<file path="src/rtl/fifo_rx_pkg.sv">
// Shared widths and thresholds for the phy receive path, plus the FIFO
// operation encoding used by the receive buffer.
package fifo_rx_pkg;

  localparam int DATA_W    = 32;
  localparam int DEPTH     = 8;
  localparam int ADDR_W    = 3;
  localparam int AF_THRESH = 6;
  localparam int AE_THRESH = 2;

  typedef enum logic [1:0] {
    OP_IDLE = 2'b00,
    OP_RD   = 2'b01,
    OP_WR   = 2'b10,
    OP_RW   = 2'b11
  } fifo_op_e;

  function automatic fifo_op_e fifo_op(input logic wr_fire, input logic rd_fire);
    return fifo_op_e'({wr_fire, rd_fire});
  endfunction

endpackage : fifo_rx_pkg

</file>
<file path="src/rtl/mem_rx_phy.sv">
// DEPTH x DATA_W register file: synchronous write, asynchronous read.
module mem_rx_phy #(
  parameter int DATA_W = fifo_rx_pkg::DATA_W,
  parameter int DEPTH  = fifo_rx_pkg::DEPTH,
  parameter int ADDR_W = fifo_rx_pkg::ADDR_W
) (
  input  logic              clk,
  input  logic              we,
  input  logic [ADDR_W-1:0] waddr,
  input  logic [DATA_W-1:0] wdata,
  input  logic [ADDR_W-1:0] raddr,
  output logic [DATA_W-1:0] rdata
);

  logic [DATA_W-1:0] mem_q [DEPTH];

  // NOTE: storage has no reset; the FIFO pointers and count decide what is
  // valid, so clearing the array would only cost a reset tree for nothing.
  always_ff @(posedge clk) begin
    if (we) begin
      mem_q[waddr] <= wdata;
    end
  end

  assign rdata = mem_q[raddr];

endmodule : mem_rx_phy

</file>
<file path="src/rtl/fifo_rx_phy.sv">
// Receive-side word buffer behind the phy: captures validIn words and hands
// them to the consumer on rd_en with a registered, one-cycle-latency output.
module fifo_rx_phy #(
  parameter int DATA_W    = fifo_rx_pkg::DATA_W,
  parameter int DEPTH     = fifo_rx_pkg::DEPTH,
  parameter int ADDR_W    = fifo_rx_pkg::ADDR_W,
  parameter int AF_THRESH = fifo_rx_pkg::AF_THRESH,
  parameter int AE_THRESH = fifo_rx_pkg::AE_THRESH
) (
  input  logic              clk,
  input  logic              reset,
  input  logic              validIn,
  input  logic [DATA_W-1:0] dataIn,
  input  logic              rd_en,
  output logic [DATA_W-1:0] dataOut,
  output logic              validOut,
  output logic              full,
  output logic              empty,
  output logic              almost_full,
  output logic              almost_empty,
  output logic              overflow,
  output logic              underflow,
  output logic [ADDR_W:0]   count
);

  import fifo_rx_pkg::*;

  localparam logic [ADDR_W:0]   FULL_LVL = DEPTH[ADDR_W:0];
  localparam logic [ADDR_W:0]   AF_LVL   = AF_THRESH[ADDR_W:0];
  localparam logic [ADDR_W:0]   AE_LVL   = AE_THRESH[ADDR_W:0];
  localparam logic [ADDR_W:0]   CNT_ONE  = 1;
  localparam logic [ADDR_W-1:0] PTR_ONE  = 1;

  logic [ADDR_W-1:0] wr_ptr_q, wr_ptr_d;
  logic [ADDR_W-1:0] rd_ptr_q, rd_ptr_d;
  logic [ADDR_W:0]   count_q, count_d;
  logic [DATA_W-1:0] data_out_q, data_out_d;
  logic              valid_out_q, valid_out_d;
  logic              overflow_q, overflow_d;
  logic              underflow_q, underflow_d;

  logic              wr_fire;
  logic              rd_fire;
  logic [DATA_W-1:0] rd_data;
  fifo_op_e          op;

  mem_rx_phy #(
    .DATA_W (DATA_W),
    .DEPTH  (DEPTH),
    .ADDR_W (ADDR_W)
  ) u_mem (
    .clk   (clk),
    .we    (wr_fire),
    .waddr (wr_ptr_q),
    .wdata (dataIn),
    .raddr (rd_ptr_q),
    .rdata (rd_data)
  );

  assign full         = (count_q == FULL_LVL);
  assign empty        = (count_q == '0);
  assign almost_full  = (count_q >= AF_LVL);
  assign almost_empty = (count_q <= AE_LVL);

  // A read frees the slot a full-FIFO write needs in the same edge; the
  // async read returns the old word before the write lands on it.
  assign rd_fire = rd_en && !empty;
  assign wr_fire = validIn && (!full || rd_fire);
  assign op      = fifo_op(wr_fire, rd_fire);

  // NOTE: every always_comb output gets a default first so no path leaves
  // one unassigned and infers a latch.
  always_comb begin
    wr_ptr_d    = wr_ptr_q;
    rd_ptr_d    = rd_ptr_q;
    count_d     = count_q;
    data_out_d  = data_out_q;
    valid_out_d = 1'b0;
    overflow_d  = overflow_q | (validIn && !wr_fire);
    underflow_d = underflow_q | (rd_en && empty);

    if (wr_fire) begin
      wr_ptr_d = wr_ptr_q + PTR_ONE;
    end
    if (rd_fire) begin
      rd_ptr_d    = rd_ptr_q + PTR_ONE;
      data_out_d  = rd_data;
      valid_out_d = 1'b1;
    end

    unique case (op)
      OP_WR:   count_d = count_q + CNT_ONE;
      OP_RD:   count_d = count_q - CNT_ONE;
      default: count_d = count_q;
    endcase
  end

  // NOTE: state registers use non-blocking assignments so every flop samples
  // the pre-edge values regardless of statement order.
  always_ff @(posedge clk or posedge reset) begin
    if (reset) begin
      wr_ptr_q    <= '0;
      rd_ptr_q    <= '0;
      count_q     <= '0;
      data_out_q  <= '0;
      valid_out_q <= 1'b0;
      overflow_q  <= 1'b0;
      underflow_q <= 1'b0;
    end else begin
      wr_ptr_q    <= wr_ptr_d;
      rd_ptr_q    <= rd_ptr_d;
      count_q     <= count_d;
      data_out_q  <= data_out_d;
      valid_out_q <= valid_out_d;
      overflow_q  <= overflow_d;
      underflow_q <= underflow_d;
    end
  end

  assign dataOut   = data_out_q;
  assign validOut  = valid_out_q;
  assign overflow  = overflow_q;
  assign underflow = underflow_q;
  assign count     = count_q;

endmodule : fifo_rx_phy

</file>
<file path="config.mk">
export PLATFORM = sky130hd
export DESIGN_NAME = fifo_rx_phy
export DESIGN_NICKNAME = d
export VERILOG_FILES = /design/src/rtl/fifo_rx_pkg.sv /design/src/rtl/mem_rx_phy.sv /design/src/rtl/fifo_rx_phy.sv
export SDC_FILE = /design/constraint.sdc
export NUM_CORES = 1
export LEC_CHECK = 0
export CAP_MARGIN = 10
export CORE_MARGIN = 2
export CORE_UTILIZATION = 57
export DETAILED_ROUTE_END_ITERATION = 7
export DONT_BUFFER_PORTS = 1
export PLACE_DENSITY_LB_ADDON = 0.12
export SYNTH_ARGS = -nofsm -noshare
export SYNTH_HDL_FRONTEND = slang
export SYNTH_SLANG_ARGS = --single-unit
export TNS_END_PERCENT = 100
</file>
<file path="constraint.sdc">
create_clock -name clk -period 6.5 [get_ports clk]
set_clock_uncertainty 0.2 [all_clocks]
set_input_delay 1.3 -clock clk [delete_from_list [all_inputs] [get_ports clk]]
set_output_delay 1.3 -clock clk [all_outputs]
set_load 0.05 [all_outputs]
</file>
# Word-level counts from Yosys, hierarchy flattened
# Memories as Yosys holds them, arrays and structs flattened. A register that Yosys moved wholly into a read port is not among the register bits.
# Cells that the tools add are included.
dict set report classes {
  addsub 4
  mul 0
  n_div 0
  magnitude_cmp 2
  n_eq_ne 3
  shift 0
  n_mux 4
  bitwise_logic 2
  reduce_logical 10
}
# cell n
set ops {}
lappend ops {{case mux 4 bit (2 select lines)} 1}
lappend ops {{adder 3 x 1 -> 3 bit, second input constant} 2}
lappend ops {{adder 4 x 1 -> 4 bit, second input constant} 1}
lappend ops {{== test 4 bit, second input constant} 1}
lappend ops {{greater-or-equal comparator 4 x 3 -> 1 bit, second input constant} 1}
lappend ops {{<= comparator 4 x 2 -> 1 bit, second input constant} 1}
lappend ops {{logical AND 1 bit} 4}
lappend ops {{logical NOT 4 bit} 1}
lappend ops {{subtractor 4 x 1 -> 4 bit, second input constant} 1}
lappend ops {{logical NOT 1 bit} 3}
lappend ops {{two-way mux 1 bit} 3}
lappend ops {{== test 2 x 1 -> 1 bit, second input constant} 1}
lappend ops {{== test 2 bit, second input constant} 1}
lappend ops {{bitwise OR 1 bit} 2}
lappend ops {{nonzero test 2 bit} 1}
lappend ops {{logical OR 1 bit} 1}
dict set report totals {
  reg_bits 13
  latch_bits 0
  ramBits 256
  romBits 0
  in_bits 36
  out_inout_bits 43
  word_cells 32
  memories 1
}
# memory words word_bits rd rd_ports_with_merged_regs write_ports line
set mem_list {}
lappend mem_list {u_mem.mem_q 8 32 1 1 1 mem_rx_phy.sv:15} ;# logic [DATA_W-1:0] mem_q [DEPTH];

# Depth between registers and ports, before layout
# Gate-level depths: netlist (run 1).
dict set report depth {
  ltp_word 8
  ltp_mapped 9
  mapped_depth_nobuf 8
}

# Cells and area by module
# Synthesis (run 1) repeated with hierarchy kept, for this count alone.
dict set report unflattened {
  hier_cells 585
  area_unflattened_um2 11752.5
}
# mod instances cells_each area_per_inst_um2 seq_area_each_um2
set by_module_without_submodules {}
lappend by_module_without_submodules {mem_rx_phy 1 383 9825.7 7687.4}
lappend by_module_without_submodules {fifo_rx_phy 1 202 1926.8 1126.1}

# Worst setup path after synthesis (run 1)
# Ideal clock, no wire load.
dict set report synth_path {
  path_type {in2reg}
  start {input validIn}
  end {memory u_mem.mem_q[0][0] (enable)}
  setup_time_ps 501
  t_arrival_ps 4830
  t_required_ps 5799
  path_slack_ps 969
  cell_stages 3
  path_buffers 1
  cell_sequence {clkbuf_1 -> o21ai_2 -> nor4_1}
}
dict set report synth_between {
  elab_chain_len 3
}
# item line
set synth_lines {}
lappend synth_lines {{start: declaration} fifo_rx_phy.sv:12} ;# input logic validIn,
lappend synth_lines {{logical AND 1 bit} fifo_rx_phy.sv:68} ;# assign wr_fire = validIn && (!full || rd_fire);
lappend synth_lines {{two-way mux 1 bit} mem_rx_phy.sv:20} ;# if (we) begin
lappend synth_lines {{two-way mux 1 bit (not written as such)} mem_rx_phy.sv:21} ;# mem_q[waddr] <= wdata;
lappend synth_lines {{end: declaration} mem_rx_phy.sv:15}
# Every way passes these cells.

# Final worst setup path (run 1)
dict set report layout_path {
  start {register count_q[3], in the netlist count[3]}
  end {output full}
}
dict set report layout_between {
  elab_chain_len 1
}
# item line
set layout_lines {}
lappend layout_lines {{start: declaration} fifo_rx_phy.sv:36} ;# logic [ADDR_W:0] count_q, count_d;
lappend layout_lines {{start signal: assignment} fifo_rx_phy.sv:112} ;# count_q <= count_d;
lappend layout_lines {{== test 4 bit} fifo_rx_phy.sv:60} ;# assign full = (count_q == FULL_LVL);
lappend layout_lines {{end: declaration} fifo_rx_phy.sv:17} ;# output logic full,
# Every way passes these cells.

==> Implementation_results.wiki, run 1 <==
{| class="wikitable"
! Metric !! Value
|-
| Status || finished, final reports clean
|-
| Antenna violations before repair || 0
|-
| Leak || 0.00453 µW
|-
| Overall die width || 147 µm
|-
| Place WS || 2.86 ns
|-
| Layout cell share with drive strength beyond 1 || 0.215
|-
| Setup repair after global routing missed its margin || false
|-
| Met3 wire length || 1.45 mm
|-
| Maximum vdd ir drop || 0.272 mV
|-
| Post CTS Setup Buffer Count || 0
|-
| Number of max-cap violations || 0
|-
| Diodes inserted || 0
|-
| Max layer used || met4
|-
| Max Root-Sink Buffers || 3
|-
| Cells after Synth || 658
|-
| Clk slew on worst S/H paths || 0.06 ns
|-
| FF-to-FF path depth || 9
|-
| Post-synth EDFFs || 256
|-
| Setup slack, reg-to-reg || 3.09 ns
|-
| Residual antenna-violating net count after detailed routing || 0
|-
| Sequential Area || 8820 µm²
|-
| Count of nets after finishing || 713
|-
| Class of the tightest hold or removal check || flop to flop
|-
| Post-Route Utilization || 0.644
|-
| Maximum operating frequency || 261 MHz
|-
| Average instance area after synthesis || 17.7 µm²
|-
| Sink Count || 301
|-
| Clock Root Buffer || sky130_fd_sc_hd__clkbuf_16
|-
| Part of the Yosys area used for sequential elements || 0.757
|-
| Max H-tree Level || 1
|-
| Cell Count, Final, Fillers Out || 963
|-
| Total area of multi-input combinational cells || 2680 µm²
|-
| Setup Crit Path Kind || flop to primary output
|-
| Endpoint arrival time on the critical path || 2.34 ns
|-
| Area of all placed cells without fillers || 13,000 µm²
|-
| Synth-to-layout area growth || 11.3%
|-
| Shortest period the worst path allows || 3.84 ns
|-
| Starting density of the core || 0.579
|-
| Final Wtd Congestion || 0.773
|-
| Commonest register cell after synthesis || sky130_fd_sc_hd__edfxtp_1
|-
| Wl on met1 || 9.02 mm
|-
| Insertion delay of the later-clocked pin in the worst-skew pair || 0.53 ns
|-
| Setup total negative slack || 0 ns
|-
| Row count || 52
|-
| Via count of the first global-routing pass || 5,958
|-
| Synth warnings || 0
|-
| Count of final max-slew check failures || 0
|-
| Fill count || 1,369
|-
| Largest cells by area after synthesis || sky130_fd_sc_hd__edfxtp_1, sky130_fd_sc_hd__dfrtp_1, sky130_fd_sc_hd__mux2_2, sky130_fd_sc_hd__mux2i_1, sky130_fd_sc_hd__o221ai_1
|-
| Overall overflow remaining after global route || 0
|-
| Post-route DRC violation count || 0
|-
| Detailed-route via count || 5,672
|-
| Area of placed instances || 12,000 µm²
|-
| Startpoint of the worst hold path || rd_ptr_q[1]$_DFFE_PP0P_
|-
| Commonest non-fill, non-tap cells in the layout || sky130_fd_sc_hd__edfxtp_1, sky130_fd_sc_hd__mux2i_1, sky130_fd_sc_hd__mux2_2, sky130_fd_sc_hd__dfrtp_1, sky130_fd_sc_hd__nand2_1
|-
| Crit path capture type || primary output
|-
| Share of async-settable or async-resettable flops after synthesis || 0.150
|-
| Areal power density over the cells || 487 nW/µm²
|-
| Post-synthesis register bit count || 301
|-
| Routed length per placed instance || 22.4 µm
|-
| Die Y-Extent || 147 µm
|-
| Net count after synthesis || 699
|-
| Hpwl dp || 12.2 mm
|-
| Actual slew at the worst max-slew pin || 1.11 ns
|-
| CP Data Required Time || 5.00 ns
|-
| Worst max-slew margin expressed relative to the limit || 0.254
|-
| Cell taking the most area after synthesis || sky130_fd_sc_hd__edfxtp_1
|-
| Pin count of the biggest net entering global routing || 70
|-
| Hold Path Sink || rd_ptr_q[1]$_DFFE_PP0P_
|-
| Number of library cell types mapped by synthesis || 38
|-
| Setup violation total in the final timing report || 0
|-
| Number of placed I/O pins || 79
|-
| Post-synth design cell area || 11,600 µm²
|-
| CTS resizes || 0
|-
| Share of the synthesized area in the top cell type || 0.661
|-
| Post-CTS Hold Buffers || 0
|-
| Number of buffer cells added on primary ports || 0
|-
| Critical-path maximum fanout || 8
|-
| Routed wire length on met2 || 10.8 mm
|-
| Die area || 21,600 µm²
|-
| Std-Cell Core Area || 20,100 µm²
|-
| Total CTS buffers || 29
|-
| CTS tree || yes
|-
| Global-route wire length before repair || 33.8 mm
|-
| Number of placed instances with taps included || 911
|-
| Detailed-route wire length || 21.6 mm
|-
| Pre-antenna DRT Iters || 4
|-
| Overall fraction of global-route tracks in use || 0.204
|-
| Worst Hold Path Cells || 2
|-
| Most common cell after layout, fill and taps aside || sky130_fd_sc_hd__edfxtp_1
|-
| Worst setup margin || 2.66 ns
|-
| Beginning of the worst register-to-register path || count[0]$_DFFE_PP0P_
|-
| Crit Reg-Reg Endpoint || count[3]$_DFFE_PP0P_
|-
| Endpoints failing hold || 0
|-
| Drt first-iter violations || 381
|-
| Worst setup SP type || flop
|-
| Vias per cell || 5.89
|-
| Final clock period utilization by the worst path || 0.590
|}
[area by class of cell]
class	count	area share
Multi-Input combinational cell	313	0.207
Timing Repair Buffer	20	0.0116
Sequential cell	301	0.681
Clock buffer	41	0.0634
Clock inverter	11	0.00975
Tap cell	270	0.0261
Inverter	7	0.00203
[report_power, final]
| part | internal (µW) | switching [µW] | total [µW] |
|---|---|---|---|
| Combinational | 630 | 847 | 1480 |
| Clock | 991 | 658 | 1650 |
| Sequential | 2480 | 694 | 3180 |
| Total | 4100 | 2200 | 6300 |
[through the flow]
step           power (µW)  hold WS (ns)
2_1_floorplan        4300         0.306
3_3_place_gp         4660         0.350
3_5_place_dp         4720         0.374
4_1_cts              6360         0.389
5_1_grt              6590         0.442
6_report             6300         0.401
[flip-flops by register name (all words and copies together) (netlist names)]
name / cells
u_mem.mem_q: 256
wr_ptr_q: 3
underflow: 1
overflow: 1
rd_ptr_q: 3
validOut: 1
dataOut: 32
count: 4
[metal layers]
layer	GRT usage	vias to the layer above
met3	0.0491	21
li1	-	2611
met4	0.0476	0
met2	0.349	142
met1	0.267	2898
met5	0	-
[Yosys cell counts, types with 2 or more instances]
library cell and number:
sky130_fd_sc_hd__buf_4 8, sky130_fd_sc_hd__nor2_1 6, sky130_fd_sc_hd__nand2_1 43, sky130_fd_sc_hd__a22oi_1 24
sky130_fd_sc_hd__nor4_1 2, sky130_fd_sc_hd__xnor2_1 6, sky130_fd_sc_hd__ha_1 4, sky130_fd_sc_hd__nand2b_1 3
sky130_fd_sc_hd__mux2i_1 66, sky130_fd_sc_hd__nor3_1 4, sky130_fd_sc_hd__mux2_2 64, sky130_fd_sc_hd__a21o_1 3
sky130_fd_sc_hd__o221ai_1 24, sky130_fd_sc_hd__edfxtp_1 256, sky130_fd_sc_hd__o21ai_1 32, sky130_fd_sc_hd__clkbuf_1 14
sky130_fd_sc_hd__inv_1 6, sky130_fd_sc_hd__o22ai_1 8, sky130_fd_sc_hd__a221o_1 8, sky130_fd_sc_hd__buf_2 14
sky130_fd_sc_hd__dfrtp_1 45, sky130_fd_sc_hd__xor2_1 2
[cells by family after synthesis]
logic type      share of synthesized area
mux                                 0.120
flops                               0.757
fa+ha+maj                         0.00602
xor+xnor                          0.00602
compound gates                     0.0689
buf+inv                            0.0183
simple gates                       0.0234
[worst max-delay path, cell delays in order, from the launching register on]
cell	delay [ns]
sky130_fd_sc_hd__dfrtp_1	0.86
sky130_fd_sc_hd__or4b_4	0.59
sky130_fd_sc_hd__inv_1	0.37
[worst max path at each step]
stage / start / to / slack, ns
after floorplan: validIn / u_mem.mem_q[0][0]$_DFFE_PP_ / 0.97
after global placement: rd_en / count[3]$_DFFE_PP0P_ / 2.90
after detailed placement: rd_en / count[3]$_DFFE_PP0P_ / 2.86
after CTS: count[3]$_DFFE_PP0P_ / full / 2.64
after global routing: count[3]$_DFFE_PP0P_ / full / 2.58
final: count[3]$_DFFE_PP0P_ / full / 2.66
(Power assumes the default switching activity.)
==> run 2: changes to the inputs <==
==> constraint.sdc (replaced) <==
create_clock -name clk -period 3.6 [get_ports clk]
set_clock_uncertainty 0.2 [all_clocks]
set_input_delay 0.72 -clock clk [delete_from_list [all_inputs] [get_ports clk]]
set_output_delay 0.72 -clock clk [all_outputs]
set_load 0.05 [all_outputs]
==> run 2 against run 1 <==
  * Worst setup slack got worse by 1.9 ns
  * Routed wire length up 0.20%
  * Sequential power grew 75%
  * Combinational power is 99% higher
  * Critical path type unchanged
==> Implementation_results.wiki, run 2 (synthesis gave the netlist of run 1 again) <==
{| class="wikitable"
! Metric !! Value
|-
| Layout cell share with drive strength beyond 1 || 0.217
|-
| CTS resizes || 0
|-
| Synth-to-layout area growth || 12.2%
|-
| Post-route DRC violation count || 0
|-
| Die area || 21,600 µm²
|-
| Final Wtd Congestion || 0.780
|-
| Number of placed I/O pins || 79
|-
| Pin count of the biggest net entering global routing || 73
|-
| Maximum vdd ir drop || 0.466 mV
|-
| Hpwl dp || 12.3 mm
|-
| Net load switching power || 4060 µW
|-
| Detailed-route wire length || 21.6 mm
|-
| Final hold slack || 0.0582 ns
|-
| Startpoint of the worst hold path || dataIn[16]
|-
| Clock Root Buffer || sky130_fd_sc_hd__clkbuf_16
|-
| Starting density of the core || 0.579
|-
| Overall overflow remaining after global route || 0
|-
| Overall fraction of global-route tracks in use || 0.203
|-
| Crit path capture type || primary output
|-
| CP Data Required Time || 2.68 ns
|-
| Maximum operating frequency || 349 MHz
|-
| Switching fraction of total power || 0.353
|-
| Part of the power in combinational logic || 0.256
|-
| Count of final max-slew check failures || 0
|-
| Insertion delay of the later-clocked pin in the worst-skew pair || 0.55 ns
|-
| Commonest non-fill, non-tap cells in the layout || sky130_fd_sc_hd__edfxtp_1, sky130_fd_sc_hd__mux2i_1, sky130_fd_sc_hd__mux2_2, sky130_fd_sc_hd__dfrtp_1, sky130_fd_sc_hd__nand2_1
|-
| Worst max-slew margin expressed relative to the limit || 0.237
|-
| Number of placed instances with taps included || 912
|-
| Setup crit end || almost_empty
|-
| Total CTS buffers || 30
|-
| Std-Cell Core Area || 20,100 µm²
|-
| Row count || 52
|-
| Endpoint arrival time on the critical path || 1.94 ns
|-
| Vias per cell || 5.95
|-
| Final clock period utilization by the worst path || 0.795
|-
| Leak || 0.00457 µW
|-
| Endpoints failing hold || 0
|-
| Routed length per placed instance || 22.3 µm
|-
| Beginning of the worst register-to-register path || count[3]$_DFFE_PP0P_
|-
| Diodes inserted || 0
|-
| Sink Count || 301
|-
| Global-route wire length before repair || 33.8 mm
|-
| Setup slack, reg-to-reg || 0.91 ns
|-
| Count of nets after finishing || 716
|-
| Die Y-Extent || 147 µm
|-
| Setup violation total in the final timing report || 0
|-
| Largest Register || u_mem.mem_q
|-
| Setup Crit Path Kind || flop to primary output
|-
| Source of the critical timing path || count[1]$_DFFE_PP0P_
|-
| Overall die width || 147 µm
|-
| Fill count || 1,342
|-
| Drt first-iter violations || 415
|-
| CTS tree || yes
|-
| Pre-antenna DRT Iters || 5
|-
| Class of the tightest hold or removal check || primary input to flop
|-
| Post CTS Setup Buffer Count || 0
|-
| Status || finished, final reports clean
|-
| Actual slew at the worst max-slew pin || 1.14 ns
|-
| Clk slew on worst S/H paths || 0.06 ns
|-
| Max FFs per register || 256
|-
| Number of buffer cells added on primary ports || 0
|-
| Crit Reg-Reg Endpoint || u_mem.mem_q[6][22]$_DFFE_PP_
|-
| Shortest period the worst path allows || 2.86 ns
|-
| Worst setup SP type || flop
|-
| Setup total negative slack || 0 ns
|-
| Critical-path maximum fanout || 8
|-
| Setup repair after global routing missed its margin || false
|-
| Most common cell after layout, fill and taps aside || sky130_fd_sc_hd__edfxtp_1
|-
| Cell Count, Final, Fillers Out || 969
|-
| Number of max-cap violations || 0
|-
| Cell Int Power || 7460 µW
|-
| Fraction of power consumed by the clock network || 0.263
|-
| Areal power density over the cells || 883 nW/µm²
|-
| Detailed-route via count || 5,765
|-
| Part of the total power dissipated in sequential elements || 0.481
|-
| Via count of the first global-routing pass || 5,925
|-
| FF-to-FF path depth || 4
|-
| Antenna violations before repair || 0
|-
| Max Root-Sink Buffers || 3
|-
| Max H-tree Level || 1
|-
| Residual antenna-violating net count after detailed routing || 0
|}
[run 2: worst max-delay path: stages (launching register included)]
cell and delay (ns):
sky130_fd_sc_hd__dfrtp_1 0.39, sky130_fd_sc_hd__buf_4 0.22, sky130_fd_sc_hd__a211oi_2 0.78
[run 2: power groups by stage]
stage                     combinational, µW  sequential (µW)  clock (µW)
after CTS                              2990             5560        3070
after global placement                 2890             5590           0
after detailed placement               2980             5630           0
after floorplan                        2170             5590           0
final                                  2950             5550        3030
after global routing                   3190             5620        3210
[run 2: cell type report]
type / count / area (µm²) / area share
clock buffer: 45 / 857 / 0.0657
tap: 270 / 338 / 0.0259
sequential: 301 / 8820 / 0.675
timing repair buffer: 22 / 193 / 0.0148
multi-input combinational: 313 / 2700 / 0.207
clock inverter: 11 / 119 / 0.00911
inverter: 7 / 26.3 / 0.00201
[run 2: routing by layer]
| metal | up-vias | GRT usage | wire [µm] | share of wire |
|---|---|---|---|---|
| met5 | - | 0 | 0 | 0 |
| met4 | 0 | 0.0481 | 336 | 0.016 |
| met3 | 30 | 0.0438 | 1200 | 0.056 |
| met2 | 129 | 0.329 | 10400 | 0.48 |
| met1 | 2981 | 0.288 | 9680 | 0.45 |
| li1 | 2625 | - | - | - |
[run 2: how the worst min path moves through the flow]
stage,endpoint,depth (start not counted)
2_1_floorplan,rd_ptr_q[2]$_DFFE_PP0P_,1
6_report,u_mem.mem_q[6][16]$_DFFE_PP_,0
3_3_place_gp,rd_ptr_q[1]$_DFFE_PP0P_,2
5_1_grt,u_mem.mem_q[7][8]$_DFFE_PP_,0
3_5_place_dp,rd_ptr_q[1]$_DFFE_PP0P_,2
4_1_cts,u_mem.mem_q[6][15]$_DFFE_PP_,0
[run 2: what timing repair did]
action                     in CTS  in global routing
setup endpoints to repair       0                  0
hold buffers                    1                  0
hold endpoints to repair       23                  0
[run 2: through the flow]
stage          total power, µW  worst slack, ns  area (µm²)  utilization
2_1_floorplan             7760           -0.517       11600            -
3_3_place_gp              8480            0.834       12100        0.600
3_5_place_dp              8600            0.775       12100        0.600
6_report                 11500            0.739       13100        0.649
4_1_cts                  11600            0.715       13100        0.649
5_1_grt                  12000            0.689       13100        0.649
==> run 3: changes to the inputs <==
==> constraint.sdc (replaced) <==
create_clock -name clk -period 2.8 [get_ports clk]
set_clock_uncertainty 0.2 [all_clocks]
set_input_delay 0.56 -clock clk [delete_from_list [all_inputs] [get_ports clk]]
set_output_delay 0.56 -clock clk [all_outputs]
set_load 0.05 [all_outputs]
==> run 3 against run 2 <==
  * Utilization up 1.8 points
  * Highest routed layer unchanged
  * Sequential share of layout area down 1.8 points
  * Register-to-register slack worse by 0.75 ns
  * Non-clock buffer count up 36
  * Worst setup slack worse by 0.58 ns
  * Via count up 1.2%
  * Clock power up 24%
  * Largest power group unchanged
  * Design area up 2.8%
==> Implementation_results.wiki, run 3 (synthesis gave the netlist of run 1 again) <==
{| class="wikitable"
! Metric !! Value
|-
| Layout cell share with drive strength beyond 1 || 0.210
|-
| Largest Register || u_mem.mem_q
|-
| Diodes inserted || 0
|-
| Endpoints failing hold || 0
|-
| Synth-to-layout area growth || 15.4%
|-
| Max Root-Sink Buffers || 3
|-
| Fraction of power consumed by the clock network || 0.253
|-
| CP Data Required Time || 2.84 ns
|-
| Endpoint arrival time on the critical path || 2.68 ns
|-
| Number of buffer cells added on primary ports || 0
|-
| Number of max-cap violations || 0
|-
| Switching fraction of total power || 0.350
|-
| Final clock period utilization by the worst path || 0.943
|-
| Post-route DRC violation count || 0
|-
| Critical-path maximum fanout || 17
|-
| Worst max-slew margin expressed relative to the limit || 0.246
|-
| Starting density of the core || 0.579
|-
| Overall overflow remaining after global route || 0
|-
| Count of final max-slew check failures || 0
|-
| Count of nets after finishing || 752
|-
| Max FFs per register || 256
|-
| Number of placed instances with taps included || 914
|-
| Final Wtd Congestion || 0.767
|-
| Clock Root Buffer || sky130_fd_sc_hd__clkbuf_16
|-
| Die area || 21,600 µm²
|-
| Number of placed I/O pins || 79
|-
| Setup violation total in the final timing report || 0
|-
| Leak || 0.00471 µW
|-
| Shortest period the worst path allows || 2.64 ns
|-
| Overall die width || 147 µm
|-
| Row count || 52
|-
| Detailed-route via count || 5,836
|-
| Sink Count || 301
|-
| Total area of multi-input combinational cells || 2720 µm²
|-
| Cell Int Power || 9630 µW
|-
| Maximum vdd ir drop || 0.533 mV
|-
| Part of the total power dissipated in sequential elements || 0.477
|-
| Pre-antenna DRT Iters || 4
|-
| Commonest non-fill, non-tap cells in the layout || sky130_fd_sc_hd__edfxtp_1, sky130_fd_sc_hd__mux2i_1, sky130_fd_sc_hd__mux2_2, sky130_fd_sc_hd__nand2_1, sky130_fd_sc_hd__dfrtp_1
|-
| Cell Count, Final, Fillers Out || 1,005
|-
| Sequential Area || 8820 µm²
|-
| Setup repair after global routing missed its margin || false
|-
| Clk slew on worst S/H paths || 0.06 ns
|-
| Class of the tightest hold or removal check || primary input to flop
|-
| Most common cell after layout, fill and taps aside || sky130_fd_sc_hd__edfxtp_1
|-
| Worst setup SP type || flop
|-
| Hpwl dp || 12.0 mm
|-
| Actual slew at the worst max-slew pin || 1.13 ns
|-
| Pin count of the biggest net entering global routing || 70
|-
| CTS tree || yes
|-
| Maximum operating frequency || 379 MHz
|-
| Die Y-Extent || 147 µm
|-
| Insertion delay of the later-clocked pin in the worst-skew pair || 0.54 ns
|-
| Total CTS buffers || 30
|-
| Post CTS Setup Buffer Count || 0
|-
| Crit path capture type || flop
|-
| CTS resizes || 0
|-
| Residual antenna-violating net count after detailed routing || 0
|-
| Overall fraction of global-route tracks in use || 0.200
|-
| Std-Cell Core Area || 20,100 µm²
|-
| Post-CTS Hold Buffers || 35
|-
| Global-route wire length before repair || 33.5 mm
|-
| Vias per cell || 5.81
|-
| Max H-tree Level || 1
|-
| Routed length per placed instance || 21.2 µm
|-
| Setup Crit Path Kind || flop to flop
|-
| Status || finished, final reports clean
|-
| Final hold slack || 0.0189 ns
|-
| Antenna violations before repair || 0
|-
| Part of the power in combinational logic || 0.270
|-
| Fill count || 1,355
|-
| Via count of the first global-routing pass || 6,048
|-
| Areal power density over the cells || 1100 nW/µm²
|-
| Net load switching power || 5200 µW
|-
| Drt first-iter violations || 331
|-
| Detailed-route wire length || 21.3 mm
|}
[run 3: final timing paths]
path,cells after the start,slack [ns],startpoint,end
hold / removal,2,0.02,rd_en,overflow$_DFF_PP0_
min in group asynchronous,2,0.45,reset,wr_ptr_q[0]$_DFFE_PP0P_
hold reg to reg,2,0.45,rd_ptr_q[1]$_DFFE_PP0P_,rd_ptr_q[1]$_DFFE_PP0P_
setup reg to reg,5,0.16,count[3]$_DFFE_PP0P_,u_mem.mem_q[1][13]$_DFFE_PP_
max in group asynchronous,3,1.23,reset,rd_ptr_q[1]$_DFFE_PP0P_
setup / recovery,5,0.16,count[3]$_DFFE_PP0P_,u_mem.mem_q[1][13]$_DFFE_PP_
[run 3: power by group through the flow]
| stage | registers [µW] | clock network, µW | logic [µW] |
|---|---|---|---|
| floorplan | 7200 | 0 | 2800 |
| global placement | 7130 | 0 | 3930 |
| detailed placement | 7170 | 0 | 4000 |
| CTS | 7080 | 3800 | 4090 |
| global route | 7160 | 3990 | 4370 |
| finish | 7070 | 3750 | 4010 |
[run 3: layer usage]
metal,wire length [µm],up-vias,part of all wire,global-route usage
li1,-,2702,-,-
met1,9180,2987,0.43,0.266
met2,10800,117,0.51,0.346
met3,887,30,0.042,0.0357
met4,421,0,0.020,0.0549
met5,0,-,0,0
[run 3: cell type report]
class,instances,area share
clock buffer,48,0.0648
clock inverter,8,0.00457
inverter,7,0.00196
multi-input combinational,313,0.203
sequential,301,0.657
tap,270,0.0252
timing repair buffer,58,0.0436
[run 3: through the flow]
stage	setup slack [ns]	total power, µW	area, µm²	utilization	TNS, ns
global route	0.0583	15500	13400	0.668	0
finish	0.158	14800	13400	0.668	0
CTS	0.113	15000	13400	0.668	0
floorplan	-0.381	10000	11700	-	-63.91
global placement	0.152	11100	12100	0.604	0
detailed placement	0.130	11200	12100	0.604	0
[run 3: critical path, cell delays in order (launching register included)]
cell                      delay [ns]
sky130_fd_sc_hd__dfrtp_2        0.39
sky130_fd_sc_hd__or4b_4         0.22
sky130_fd_sc_hd__o21a_1         0.17
sky130_fd_sc_hd__nand2_1        0.25
sky130_fd_sc_hd__nor3_4         0.84
sky130_fd_sc_hd__buf_12         0.25
